===== src/rtl/pc_next_reg.sv =====
// Registered next-PC select with a one-deep redirect buffer for stalls.
// Optional target alignment check: define PC_ALIGN_CHECK_EN.
module pc_next_reg #(
  parameter int                 WIDTH    = 32,
  parameter int                 NUM_SRC  = 5,
  parameter int                 SEL_W    = 3,
  parameter logic [WIDTH-1:0]   RESET_PC = 32'h0000_0000,
  parameter logic [WIDTH-1:0]   TRAP_VEC = 32'h0000_00FC
) (
  input  logic                     clk,
  input  logic                     reset_n,
  input  logic [NUM_SRC*WIDTH-1:0] src_flat,
  input  logic [SEL_W-1:0]         pc_source,
  input  logic                     pc_write,
  input  logic                     pc_write_cond,
  input  logic                     cond_true,
  input  logic                     stall,
  output logic [WIDTH-1:0]         pc_out,
  output logic [WIDTH-1:0]         pc_prev,
  output logic                     redirect_pending,
  output logic                     sel_err,
  output logic                     align_err
);

  typedef enum logic {
    IDLE,
    PEND
  } state_t;

  state_t           state;
  logic [WIDTH-1:0] buf_q;
  logic [WIDTH-1:0] raw;
  logic [WIDTH-1:0] tgt;
  logic             req;
  logic             sel_bad;
  logic             mis;

  assign req = pc_write | (pc_write_cond & cond_true);

  always_comb begin
    raw     = TRAP_VEC;
    sel_bad = 1'b1;
    for (int k = 0; k < NUM_SRC; k++) begin
      if (pc_source == SEL_W'(k)) begin
        raw     = src_flat[k*WIDTH +: WIDTH];
        sel_bad = 1'b0;
      end
    end
  end

`ifdef PC_ALIGN_CHECK_EN
  // a bad index already forces the trap, so it masks the alignment fault
  assign mis = !sel_bad && (raw[1:0] != 2'b00);
`else
  assign mis = 1'b0;
`endif

  assign tgt = mis ? TRAP_VEC : raw;
  assign redirect_pending = (state == PEND);

  always_ff @(posedge clk or negedge reset_n) begin
    if (!reset_n) begin
      state   <= IDLE;
      pc_out  <= RESET_PC;
      pc_prev <= RESET_PC;
      buf_q   <= '0;
      sel_err <= 1'b0;
    end else begin
      sel_err <= req & sel_bad;
      unique case (state)
        IDLE: begin
          if (req && stall) begin
            buf_q <= tgt;
            state <= PEND;
          end else if (req) begin
            pc_prev <= pc_out;
            pc_out  <= tgt;
          end
        end
        PEND: begin
          if (stall) begin
            if (req) buf_q <= tgt;
          end else begin
            pc_prev <= pc_out;
            pc_out  <= req ? tgt : buf_q;
            state   <= IDLE;
          end
        end
        default: state <= IDLE;
      endcase
    end
  end

`ifdef PC_ALIGN_CHECK_EN
  always_ff @(posedge clk or negedge reset_n) begin
    if (!reset_n) align_err <= 1'b0;
    else          align_err <= req & mis;
  end
`else
  assign align_err = 1'b0;
`endif

endmodule


===== config.mk =====
export PLATFORM = sky130hd
export DESIGN_NAME = pc_next_reg
export DESIGN_NICKNAME = d
export VERILOG_FILES = /design/src/rtl/pc_next_reg.sv
export SDC_FILE = /design/constraint.sdc
export NUM_CORES = 1
export LEC_CHECK = 0
export CAP_MARGIN = 20
export CORE_MARGIN = 2
export CORE_UTILIZATION = 24
export CTS_CLUSTER_SIZE = 12
export DETAILED_ROUTE_END_ITERATION = 8
export GPL_TIMING_DRIVEN = 0
export MAX_ROUTING_LAYER = met4
export PLACE_DENSITY = 0.65
export SLEW_MARGIN = 20
export SYNTH_ARGS = -nofsm -noshare
export SYNTH_HDL_FRONTEND = slang
export SYNTH_SLANG_ARGS = --single-unit
export TNS_END_PERCENT = 1

===== constraint.sdc =====
create_clock -name clk -period 1.5 [get_ports clk]
set_clock_uncertainty 0.15 [all_clocks]
set_input_delay 0.225 -clock clk [delete_from_list [all_inputs] [get_ports clk]]
set_output_delay 0.225 -clock clk [all_outputs]
set_load 0.02 [all_outputs]

==> impl_metrics.py <==
metrics = {
    "timing": {
        "drv_slew": 0,
        "setup_viol": 15,
        "relSlewSlack": 0.594,
        "fin_crit_ns": 1.57,
        "max_freq_mhz": 639,
        "hold_viol": 0,
        "rsz0062_at_grt": "true",
        "worst_pin_slew_ns": 0.610,
        "worst_slack_ns": -0.0653,
        "whs_ns": 0.0571,
        "final.period_utilization": 1.04,
    },
    "setup_path": {
        "cp-end-kind": "flop",
        "worstSetupPathType": "input port to flop",
        "rrSetupSlack_ns": -0.06,
        "cp_max_fo": 7,
        "cp.arrival_ns": 1.61,
        "ff2ff_path_depth": 6,
        "cp-start-kind": "input port",
        "r2r-start": "redirect_pending",
        "cp.required_ns": 1.55,
        "r2r-end": "pc_out[9]",
    },
    "logic_synthesis": {
        "synth_area_per_cell_um2": 8.62,
        "synth_flop_cell": "dfrtp_1",
        "yosys.cell_types.count": 33,
        "syn_area_um2": 5320,
        "synth-seq-cells": 98,
        "synth_top_area_cell": "dfrtp_1",
        "synth.top_cell.area_share": 0.461,
        "synth_common_cells": "nand2_1 (175), dfrtp_1 (98), o21ai_0 (41)",
        "synth_edf_count": 0,
        "synth_cells": 617,
        "yosysMostFrequentCell": "nand2_1",
        "ys_seq_area_frac": 0.461,
        "async_flop_share": 1.00,
        "yosysWarningCount": 0,
        "synth_area_leaders": "dfrtp_1 (46%), nand2_1 (12%), mux2i_1 (4.9%)",
        "synth_fp_nets": 786,
    },
    "route": {
        "drc": 0,
        "wire_per_inst_um": 17.7,
        "via_per_inst": 4.73,
        "finalWirelength_um": 20400,
        "drtIter0Drc": 327,
        "first_pass_iters": 4,
        "vias": 5454,
        "antenna_left": 0,
    },
    "cts": {
        "cts_buffer_depth": 2,
        "clock_latency_ns": 0.34,
        "htreeDepth": 3,
        "cts_tree": "built",
        "clock-sinks": 98,
        "cts_buffers": 9,
        "root_buffer": "clkbuf_16",
        "path_clk_slew_ns": 0.07,
    },
    "status": {
        "violations": "setup timing",
        "outcome": "finished, violations left",
    },
    "hold_path": {
        "min_to": "redirect_pending",
        "hp-class": "input port to flop",
        "hold_depth": 2,
        "holdCritStartpoint": "stall",
    },
    "floorplan": {
        "start_util": 0.244,
        "die-area_um2": 23400,
        "die_h_um": 153,
        "coreArea_um2": 21800,
        "ios": 236,
        "fp-row-count": 54,
        "die_x_um": 153,
    },
    "layout": {
        "layout.nets": 1035,
        "drive_gt1_frac": 0.170,
        "area_growth_pct": 64.4,
    },
    "grt": {
        "met3_usage": 0.0272,
        "grt_use_met2": 0.282,
        "grtUsageMet1": 0.225,
        "grt_pass1_wl_um": 30800,
        "antenna_found_initial": 1,
        "grt_pass1_vias": 5317,
        "grt_max_degree": 72,
        "grt_overflow": 0,
        "busiest_layer": "met2",
        "grtUsageTotal": 0.174,
    },
    "pwr": {
        "p_leak_nw": 3.91,
        "powerDensity_nw_per_um2": 1010,
        "vdd.ir_drop.worst_v": 0.000559,
    },
    "placement": {
        "dpl.hpwl_um": 16100,
        "io_buffers": 232,
        "place_congestion": 0.843,
        "dp_slack_ns": -0.869,
    },
    "flow_run": {
        "maxCapViolations": 0,
    },
}
## per-stage QoR
stage	std cells	TNS (ns)	power, mW	cell area (um2)	util
2_1_floorplan	617	-0.253	4.63	5330	-
5_1_grt	1152	-1.38	9.29	8740	0.402
3_5_place_dp	1130	-63.37	6.16	8030	0.369
4_1_cts	1148	-0.473	8.86	8560	0.393
6_report	1152	-0.420	8.86	8740	0.402
3_3_place_gp	1129	-420.95	6.11	8000	0.368
## kinds of logic (layout without fill, tap and decap cells)
| logic type | count (synthesis) | after routing | share of synthesized area |
|---|---|---|---|
| and+or+nand+nor | 239 | 239 | 0.180 |
| muxes | 32 | 32 | 0.0616 |
| DFF | 98 | 98 | 0.461 |
| AOI/OAI and AO/OA | 173 | 173 | 0.229 |
| other | 1 | 2 | 0.000705 |
| buffers and inverters | 74 | 328 | 0.0675 |
## what timing repair did
| item | in CTS | in global routing |
|---|---|---|
| hold buffers | 1 | 0 |
| hold endpoints to repair | 98 | 0 |
| gates resized for setup | 150 | 48 |
| pin swaps | 4 | 2 |
| gates cloned | 1 | 1 |
| buffers inserted | 0 | 3 |
| setup endpoints to repair | 162 | 97 |
## critical path, stage by stage
cell	delay, ns
dlygate4sd2_1	0.28
a21o_4	0.26
or3_4	0.37
buf_8	0.15
clkbuf_16	0.16
o22ai_4	0.11
a21oi_2	0.06
## routing by layer
layer,up-vias,share of wire
met4,0,0.026
li1,2645,-
met1,2601,0.44
met3,26,0.051
met2,182,0.48
met5,-,0
## how the worst max path moves through the flow
stage	from	endpoint	slack (ns)
2_1_floorplan	redirect_pending	pc_out[10]	-0.03
3_5_place_dp	pc_source[0]	pc_out[17]	-0.87
3_3_place_gp	reset_n	redirect_pending	-4.04
4_1_cts	redirect_pending	pc_out[10]	-0.05
6_report	pc_write_cond	pc_out[9]	-0.07
5_1_grt	redirect_pending	pc_out[9]	-0.08
## placed cells by master, fill, tap and decap left out, types with 4 or more instances in the layout
cell type        netlist  routed
a31oi_1               12      12
nor3_2                 0       5
a21oi_2                2       4
o22a_1                10      10
dfrtp_1               98      96
clkdlybuf4s50_1        0     160
clkbuf_2               0      12
nor2_1                35      34
dlygate4sd2_1          0      43
o32ai_1               14       4
clkbuf_16              0      10
clkdlybuf4s15_1        0      15
buf_4                  9      14
nor2b_1                7       6
nand2b_1               4       4
buf_2                 20       9
mux2i_1               26      24
o32ai_2                8      18
buf_6                  3       7
o21ai_1               19      19
bufinv_16              0       4
o22ai_2               10      21
nor3_1                12       7
a2bb2oi_1              4       4
o21ai_0               41      41
inv_1                 23      22
mux2_2                 6       6
o22ai_1               35      23
clkdlybuf4s15_2        0       8
nand2_1              175     173
a21oi_1               11       8
clkbuf_1              19       6
clkbuf_4               0       8
a22oi_1                4       4
## cell type report
type | instances | area (um2)
fillers | 2200 | 13000
diodes | 1 | 2.50
flip-flops and latches | 98 | 2450
clock buffers | 11 | 243
well taps | 280 | 350
multi-input cells | 445 | 2740
plain buffers | 50 | 373
repair buffers | 239 | 2360
inverters | 23 | 88.8
clock inverters | 5 | 125
## flip-flops by register name, indices dropped and copies added, names as in the netlist
register          count
sel_err               1
buf_q                32
redirect_pending      1
pc_out               32
pc_prev              32
## power breakdown
group	total (mW)	internal, mW	switching [mW]
logic	2.60	1.23	1.37
clock network	2.84	1.84	0.993
registers	3.42	3.08	0.345
Power figures use the tool's default switching activity.
